==> src/rtl/apb3_turret_pwm.sv <==
// APB3 completer driving double-buffered pan/tilt servo PWM and a timed fire pulse.
// Define TURRET_PWM_SLEW_EN to map the SLEW register and rate-limit shadow duty reloads.
module apb3_turret_pwm #(
  parameter int unsigned PRESCALE   = 100,
  parameter int unsigned CNT_W      = 16,
  parameter int unsigned PERIOD_RST = 20000,
  parameter int unsigned DUTY_RST   = 1500,
  parameter int unsigned FIRE_TICKS = 50000
) (
  input  logic        pclk_i,
  input  logic        presern_i,
  input  logic        psel_i,
  input  logic        penable_i,
  input  logic        pwrite_i,
  input  logic [7:0]  paddr_i,
  input  logic [31:0] pwdata_i,
  output logic [31:0] prdata_o,
  output logic        pready_o,
  output logic        pslverr_o,
  output logic        pwm_pan_o,
  output logic        pwm_tilt_o,
  output logic        fire_o,
  output logic        period_irq_o
);

  localparam int unsigned PreW = (PRESCALE > 1) ? $clog2(PRESCALE) : 1;
  localparam logic [PreW-1:0] PreMax = PreW'(PRESCALE - 1);
  localparam logic [31:0] Version = 32'h0001_0373;

  typedef enum logic {StIdle, StRun} pwm_st_e;
  typedef enum logic {StFIdle, StFActive} fire_st_e;

  pwm_st_e           state_q, state_d;
  fire_st_e          fstate_q, fstate_d;
  logic              en_q, en_d, flag_q, flag_d;
  logic [CNT_W-1:0]  period_q, period_d, duty0_q, duty0_d, duty1_q, duty1_d;
  logic [CNT_W-1:0]  shadow0_q, shadow0_d, shadow1_q, shadow1_d;
  logic [CNT_W-1:0]  cnt_q, cnt_d, fcnt_q, fcnt_d;
  logic [PreW-1:0]   pre_q, pre_d, fpre_q, fpre_d;
  logic [31:0]       prdata_q, prdata_d, rdata_c;
  logic              pslverr_q, pslverr_d;
  logic [CNT_W-1:0]  shadow0_nxt, shadow1_nxt, period_eff;
  logic [2:0]        idx;
  logic              mapped, err_c, wr_en, fire_req, flag_clr, tick, ftick, wrap, boundary;
  logic              unused_bits;

  assign idx         = paddr_i[4:2];
  assign unused_bits = ^{paddr_i[7:5], pwdata_i};

`ifdef TURRET_PWM_SLEW_EN
  logic [CNT_W-1:0] slew_q, slew_d;

  // Move toward the target by at most lim; lim of zero loads the target outright.
  function automatic logic [CNT_W-1:0] slew_step(input logic [CNT_W-1:0] cur,
                                                 input logic [CNT_W-1:0] tgt,
                                                 input logic [CNT_W-1:0] lim);
    logic [CNT_W-1:0] res;
    res = tgt;
    if (lim != '0) begin
      if (tgt > cur && (tgt - cur) > lim) res = cur + lim;
      else if (cur > tgt && (cur - tgt) > lim) res = cur - lim;
    end
    return res;
  endfunction

  assign mapped      = (idx <= 3'd6);
  assign shadow0_nxt = slew_step(shadow0_q, duty0_q, slew_q);
  assign shadow1_nxt = slew_step(shadow1_q, duty1_q, slew_q);
`else
  assign mapped      = (idx <= 3'd5);
  assign shadow0_nxt = duty0_q;
  assign shadow1_nxt = duty1_q;
`endif

  // Address and direction are stable across setup and access, so one decode serves both.
  assign err_c = psel_i & (~mapped | (pwrite_i & ((idx == 3'd5) | (paddr_i[1:0] != 2'b00))));
  assign wr_en = psel_i & penable_i & pwrite_i & ~err_c;

  assign period_eff = (period_q < CNT_W'(2)) ? CNT_W'(1) : period_q;
  assign tick       = en_q & (pre_q == PreMax);
  assign wrap       = cnt_q >= (period_eff - CNT_W'(1));
  assign ftick      = (fstate_q == StFActive) & (fpre_q == PreMax);

  always_comb begin
    en_d     = en_q;
    period_d = period_q;
    duty0_d  = duty0_q;
    duty1_d  = duty1_q;
    fire_req = 1'b0;
    flag_clr = 1'b0;
`ifdef TURRET_PWM_SLEW_EN
    slew_d   = slew_q;
`endif
    if (wr_en) begin
      case (idx)
        3'd0: begin
          en_d     = pwdata_i[0];
          fire_req = pwdata_i[1];
        end
        3'd1: period_d = pwdata_i[CNT_W-1:0];
        3'd2: duty0_d  = pwdata_i[CNT_W-1:0];
        3'd3: duty1_d  = pwdata_i[CNT_W-1:0];
        3'd4: flag_clr = pwdata_i[1];
`ifdef TURRET_PWM_SLEW_EN
        3'd6: slew_d   = pwdata_i[CNT_W-1:0];
`endif
        default: ;
      endcase
    end
  end

  always_comb begin
    state_d   = state_q;
    cnt_d     = cnt_q;
    shadow0_d = shadow0_q;
    shadow1_d = shadow1_q;
    boundary  = 1'b0;
    pre_d     = (~en_q | tick) ? '0 : pre_q + PreW'(1);
    unique case (state_q)
      StIdle: begin
        cnt_d = '0;
        if (en_d) begin
          state_d   = StRun;
          shadow0_d = duty0_q;
          shadow1_d = duty1_q;
        end
      end
      StRun: begin
        if (tick) begin
          if (wrap) begin
            cnt_d     = '0;
            shadow0_d = shadow0_nxt;
            shadow1_d = shadow1_nxt;
            boundary  = 1'b1;
          end else begin
            cnt_d = cnt_q + CNT_W'(1);
          end
        end
        if (!en_d) begin
          state_d = StIdle;
          cnt_d   = '0;
        end
      end
      default: state_d = StIdle;
    endcase
    flag_d = boundary | (flag_q & ~flag_clr);
  end

  always_comb begin
    fstate_d = fstate_q;
    fpre_d   = fpre_q;
    fcnt_d   = fcnt_q;
    unique case (fstate_q)
      StFIdle: begin
        if (fire_req) begin
          fstate_d = StFActive;
          fpre_d   = '0;
          fcnt_d   = CNT_W'(FIRE_TICKS);
        end
      end
      StFActive: begin
        fpre_d = ftick ? '0 : fpre_q + PreW'(1);
        if (ftick) begin
          fcnt_d = fcnt_q - CNT_W'(1);
          if (fcnt_q <= CNT_W'(1)) fstate_d = StFIdle;
        end
      end
      default: fstate_d = StFIdle;
    endcase
  end

  always_comb begin
    rdata_c = '0;
    case (idx)
      3'd0: rdata_c = {31'b0, en_q};
      3'd1: rdata_c = 32'(period_q);
      3'd2: rdata_c = 32'(duty0_q);
      3'd3: rdata_c = 32'(duty1_q);
      3'd4: rdata_c = {30'b0, flag_q, fstate_q == StFActive};
      3'd5: rdata_c = Version;
`ifdef TURRET_PWM_SLEW_EN
      3'd6: rdata_c = 32'(slew_q);
`endif
      default: rdata_c = '0;
    endcase
    prdata_d  = (psel_i & ~penable_i & ~pwrite_i) ? rdata_c : prdata_q;
    pslverr_d = psel_i & ~penable_i & err_c;
  end

  always_ff @(posedge pclk_i or negedge presern_i) begin
    if (!presern_i) begin
      state_q   <= StIdle;
      fstate_q  <= StFIdle;
      en_q      <= 1'b0;
      flag_q    <= 1'b0;
      period_q  <= CNT_W'(PERIOD_RST);
      duty0_q   <= CNT_W'(DUTY_RST);
      duty1_q   <= CNT_W'(DUTY_RST);
      shadow0_q <= CNT_W'(DUTY_RST);
      shadow1_q <= CNT_W'(DUTY_RST);
      cnt_q     <= '0;
      fcnt_q    <= '0;
      pre_q     <= '0;
      fpre_q    <= '0;
      prdata_q  <= '0;
      pslverr_q <= 1'b0;
`ifdef TURRET_PWM_SLEW_EN
      slew_q    <= CNT_W'(10);
`endif
    end else begin
      state_q   <= state_d;
      fstate_q  <= fstate_d;
      en_q      <= en_d;
      flag_q    <= flag_d;
      period_q  <= period_d;
      duty0_q   <= duty0_d;
      duty1_q   <= duty1_d;
      shadow0_q <= shadow0_d;
      shadow1_q <= shadow1_d;
      cnt_q     <= cnt_d;
      fcnt_q    <= fcnt_d;
      pre_q     <= pre_d;
      fpre_q    <= fpre_d;
      prdata_q  <= prdata_d;
      pslverr_q <= pslverr_d;
`ifdef TURRET_PWM_SLEW_EN
      slew_q    <= slew_d;
`endif
    end
  end

  assign prdata_o     = prdata_q;
  assign pready_o     = 1'b1;
  assign pslverr_o    = pslverr_q;
  assign pwm_pan_o    = en_q & (cnt_q < shadow0_q);
  assign pwm_tilt_o   = en_q & (cnt_q < shadow1_q);
  assign fire_o       = (fstate_q == StFActive);
  assign period_irq_o = flag_q;

endmodule
==> config.mk <==
export PLATFORM = sky130hd
export DESIGN_NAME = apb3_turret_pwm
export DESIGN_NICKNAME = d
export VERILOG_FILES = /design/src/rtl/apb3_turret_pwm.sv
export SDC_FILE = /design/constraint.sdc
export NUM_CORES = 1
export LEC_CHECK = 0
export ABC_CLOCK_PERIOD_IN_PS = 4300
export CORE_MARGIN = 4
export CORE_UTILIZATION = 50
export DETAILED_ROUTE_END_ITERATION = 16
export GPL_TIMING_DRIVEN = 0
export PLACE_DENSITY = 0.81
export RECOVER_POWER = 100
export SETUP_SLACK_MARGIN = 0.5
export SLEW_MARGIN = 20
export SYNTH_ARGS = -nofsm -noshare
export SYNTH_HDL_FRONTEND = slang
export SYNTH_SLANG_ARGS = --single-unit
==> constraint.sdc <==
create_clock -name pclk_i -period 4.3 [get_ports pclk_i]
set_input_delay 0.86 -clock pclk_i [delete_from_list [all_inputs] [get_ports pclk_i]]
set_output_delay 0.86 -clock pclk_i [all_outputs]
set_load 0.02 [all_outputs]
==> flow_metrics.env <==
export IMPL_status="finished, violations left"
export IMPL_violations="max-capacitance violations, max-slew violations"
export IMPL_areaGrowthSynthToFinish_pct=22.3
export IMPL_finalNonFillerCells=1078
export IMPL_yosysTopAreaCell="dfrtp_1"
export IMPL_async_flop_share_pct=100
export IMPL_firstDrtPassIters=5
export IMPL_cp_end_kind="flip-flop"
export IMPL_comb_power_share_pct=17.8
export IMPL_clk_latency_ns=0.43
export IMPL_crit_required_ns=4.61
export IMPL_ys_types=56
export IMPL_cp_start_kind="flip-flop"
export IMPL_place_gp_congestion=0.841
export IMPL_crit_fanout=7
export IMPL_critPathKind="flip-flop to flip-flop"
export IMPL_rows=46
export IMPL_cts_made_buffers=17
export IMPL_ys_top_cells_by_count="dfrtp_1 (114), mux2_2 (89), nand2_1 (57)"
export IMPL_fin_nets=946
export IMPL_clk_pin_slew_ns=0.06
export IMPL_synth_edf_count=0
export IMPL_finalWirelength_mm=20.3
export IMPL_antenna_cells=0
export IMPL_clock_path_buffers=2
export IMPL_r2r_end="shadow1_q[5]"
export IMPL_power_mw=3.73
export IMPL_synthCells=750
export IMPL_synthFlopType="dfrtp_1"
export IMPL_grt_pass1_wl_mm=32.7
export IMPL_portBuffers=46
export IMPL_synth_seq_cells=147
export IMPL_initial_core_util_pct=50.8
export IMPL_clock_sinks=147
export IMPL_ir_drop_uv=296
export IMPL_tightest_slew_ns=2.04
export IMPL_rr_worst_depth=18
export IMPL_pwr_share_seq_pct=45.7
export IMPL_drc=0
export IMPL_p_leak_nw=4.48
export IMPL_ant_nets=0
export IMPL_max_cap_viol_count=2
export IMPL_hold_viol_final=0
export IMPL_reg2reg_slack_ns=0.13
export IMPL_arrival_ns=4.48
export IMPL_fmax_mhz=240
export IMPL_synth_area_um2=8030
export IMPL_place_inst=1027
export IMPL_synth_top_area_share_pct=35.5
export IMPL_p_sw_mw=1.11
export IMPL_seq_area_frac_synth_pct=46.3
export IMPL_die_height_um=135
export IMPL_finalSetupViolations=0
export IMPL_synth_warnings=0
export IMPL_cts_max_level=4
export IMPL_dieArea_um2=18200
export IMPL_finalMaxSlewViolations=91
export IMPL_period_needed_ns=4.17
export IMPL_io_pins=83
export IMPL_die_w_um=135
export IMPL_yosysMostFrequentCell="dfrtp_1"
export IMPL_grt_usage_pct=23.0
export IMPL_vias_per_cell=5.73
export IMPL_grt_pass1_vias=6190
export IMPL_antenna_found_initial=0
export IMPL_post_route_period_util_pct=96.9
export IMPL_switching_share_pct=29.9
export IMPL_grt_max_degree=82
export IMPL_drive_above_1_share_pct=25.4
export IMPL_coreArea_um2=15800
export IMPL_hold_buffers=0
export IMPL_grt_busiest_layer="met2"
export IMPL_avgSynthCellArea_um2=10.7
export IMPL_num_vias=6182
export IMPL_fin_skew_ns=0.0109
export IMPL_grt_setup_unrepaired="true"
export IMPL_first_iter_violations=469
export IMPL_gr_total_overflow=0
export IMPL_reg2reg_from="period_q[6]"
export IMPL_cts_tree="yes"
export IMPL_post_dp_hpwl_mm=13.4
export IMPL_avgRoutedWirePerCell_um=18.8
export IMPL_cts_root_buf="clkbuf_16"
export IMPL_intPower_mw=2.61
export IMPL_p_per_area_nw_per_um2=379
export IMPL_synth_area_leaders="dfrtp_1 (36%), mux2_2 (12%), dfstp_2 (11%), ha_1 (8.1%), o21ai_0 (2.7%)"
export IMPL_hp_class="primary input to asynchronous set/reset pin"
export IMPL_slew_headroom_pct=-35.9
export IMPL_p_clk_share_pct=36.5
export IMPL_met2_usage_pct=35.8
export IMPL_grt_util_met1_pct=31.0
export IMPL_grtUsageMet3_pct=5.70
## critical path, stage by stage (launching register included)
cell      delay [ns]
dfrtp_2         0.43
or4_4           0.57
nor4_4          0.18
nand3_2         0.14
nor2_4          0.13
a21oi_1         0.10
ha_2            0.20
nand3b_1        0.16
nor3_2          0.06
xnor2_1         0.20
ha_1            0.28
nand4_1         0.16
nor4_1          0.09
a32oi_1         0.29
nand2_1         0.16
a32oi_4         0.21
buf_12          0.20
buf_8           0.15
mux2_2          0.34
## cell usage in the layout, fill, tap and decap left out, types with 7 or more instances in the layout
cell             netlist  final
nor2_1                46     40
xnor2_1               21     21
dlygate4sd3_1          0     23
nand4_1                9      9
dfstp_2               33     33
dfrtp_1              114    111
a22oi_1                9      9
nor3_1                21     20
clkbuf_1              15     20
mux2_2                89     54
nand2b_1               7      7
inv_1                 37     37
clkdlybuf4s50_1        0     20
or3_1                 10     10
nand2_1               57     56
xor2_1                16     16
buf_4                 16     26
conb_1                 2     16
clkbuf_16              0     17
mux2i_1                8      8
a21oi_1               21     21
mux2_4                 0     32
ha_1                  52     51
nand3_1               29     24
a21o_1                 7      7
o21a_1                11     11
o21ai_0               43     41
## power by group through the flow
| stage | logic [mW] | registers, mW | clock network, mW |
|---|---|---|---|
| 3_3_place_gp | 0.595 | 1.71 | 0 |
| 3_5_place_dp | 0.623 | 1.72 | 0 |
| 2_1_floorplan | 0.406 | 1.70 | 0 |
| 6_report | 0.665 | 1.70 | 1.36 |
| 4_1_cts | 0.659 | 1.70 | 1.38 |
| 5_1_grt | 0.742 | 1.72 | 1.44 |
## stage by stage
stage / area (um^2) / setup slack [ns] / util [%] / setup TNS, ns / hold slack [ns]
2_1_floorplan: 8130 / 0.513 / - / 0 / 0.425
5_1_grt: 9830 / 0.0000888 / 62.1 / 0 / 0.381
3_3_place_gp: 8860 / -3.49 / 56.0 / -453.67 / 0.443
4_1_cts: 9760 / 0.221 / 61.7 / 0 / 0.387
6_report: 9830 / 0.135 / 62.1 / 0 / 0.353
3_5_place_dp: 8900 / -0.229 / 56.2 / -6.03 / 0.452
## routing by layer
metal,part of all wire (%),vias to the layer above
met5,0,-
met4,3.0,0
met3,6.8,48
met2,46,242
met1,44,3027
li1,-,2865
## layout make-up
type                       instances  area, um^2
sequential                       147        3720
fill                            1170        6000
tap                              216         270
inverter                          37         139
timing repair buffer              66         681
multi-input combinational        541        4220
clock inverter                    13         103
buffer                            39         263
clock buffer                      19         433
## what timing repair did
item	in CTS	in global routing
gates cloned	3	1
hold endpoints to repair	0	0
gates resized for setup	51	35
endpoints found under the setup margin	51	49
setup buffers	12	3
pin swaps	11	12
## how the worst max path moves through the flow
stage	start	endpoint	slack, ns
CTS	period_q[6]	shadow1_q[5]	0.22
global route	period_q[6]	shadow1_q[5]	0.00009
finish	period_q[6]	shadow1_q[5]	0.13
global placement	presern_i	fcnt_q[10]	-3.49
floorplan	period_q[6]	shadow0_q[0]	0.51
detailed placement	period_q[6]	shadow1_q[12]	-0.23
## cells by family (layout without fill, tap and decap cells)
kind of cell    count (synthesis)  after routing  synth area share, %
simple gates                  222            222                 14.3
flops                         147            147                 46.3
compound gates                117            117                 9.31
mux                            97             97                 13.5
buf+inv                        76            174                 4.38
fa+ha+maj                      52             52                 8.10
xor+xnor                       37             37                 4.03
other cells                     2             16               0.0935
## sequential cells by signal, indices dropped and copies added (netlist names)
signal,flops
fire_o,1
en_q,1
shadow1_q,16
period_irq_o,1
duty1_q,16
shadow0_q,16
period_q,16
cnt_q,16
duty0_q,16
pslverr_o,1
fcnt_q,16
fpre_q,7
pre_q,7
prdata_o,17
(Power assumes the default switching activity.)
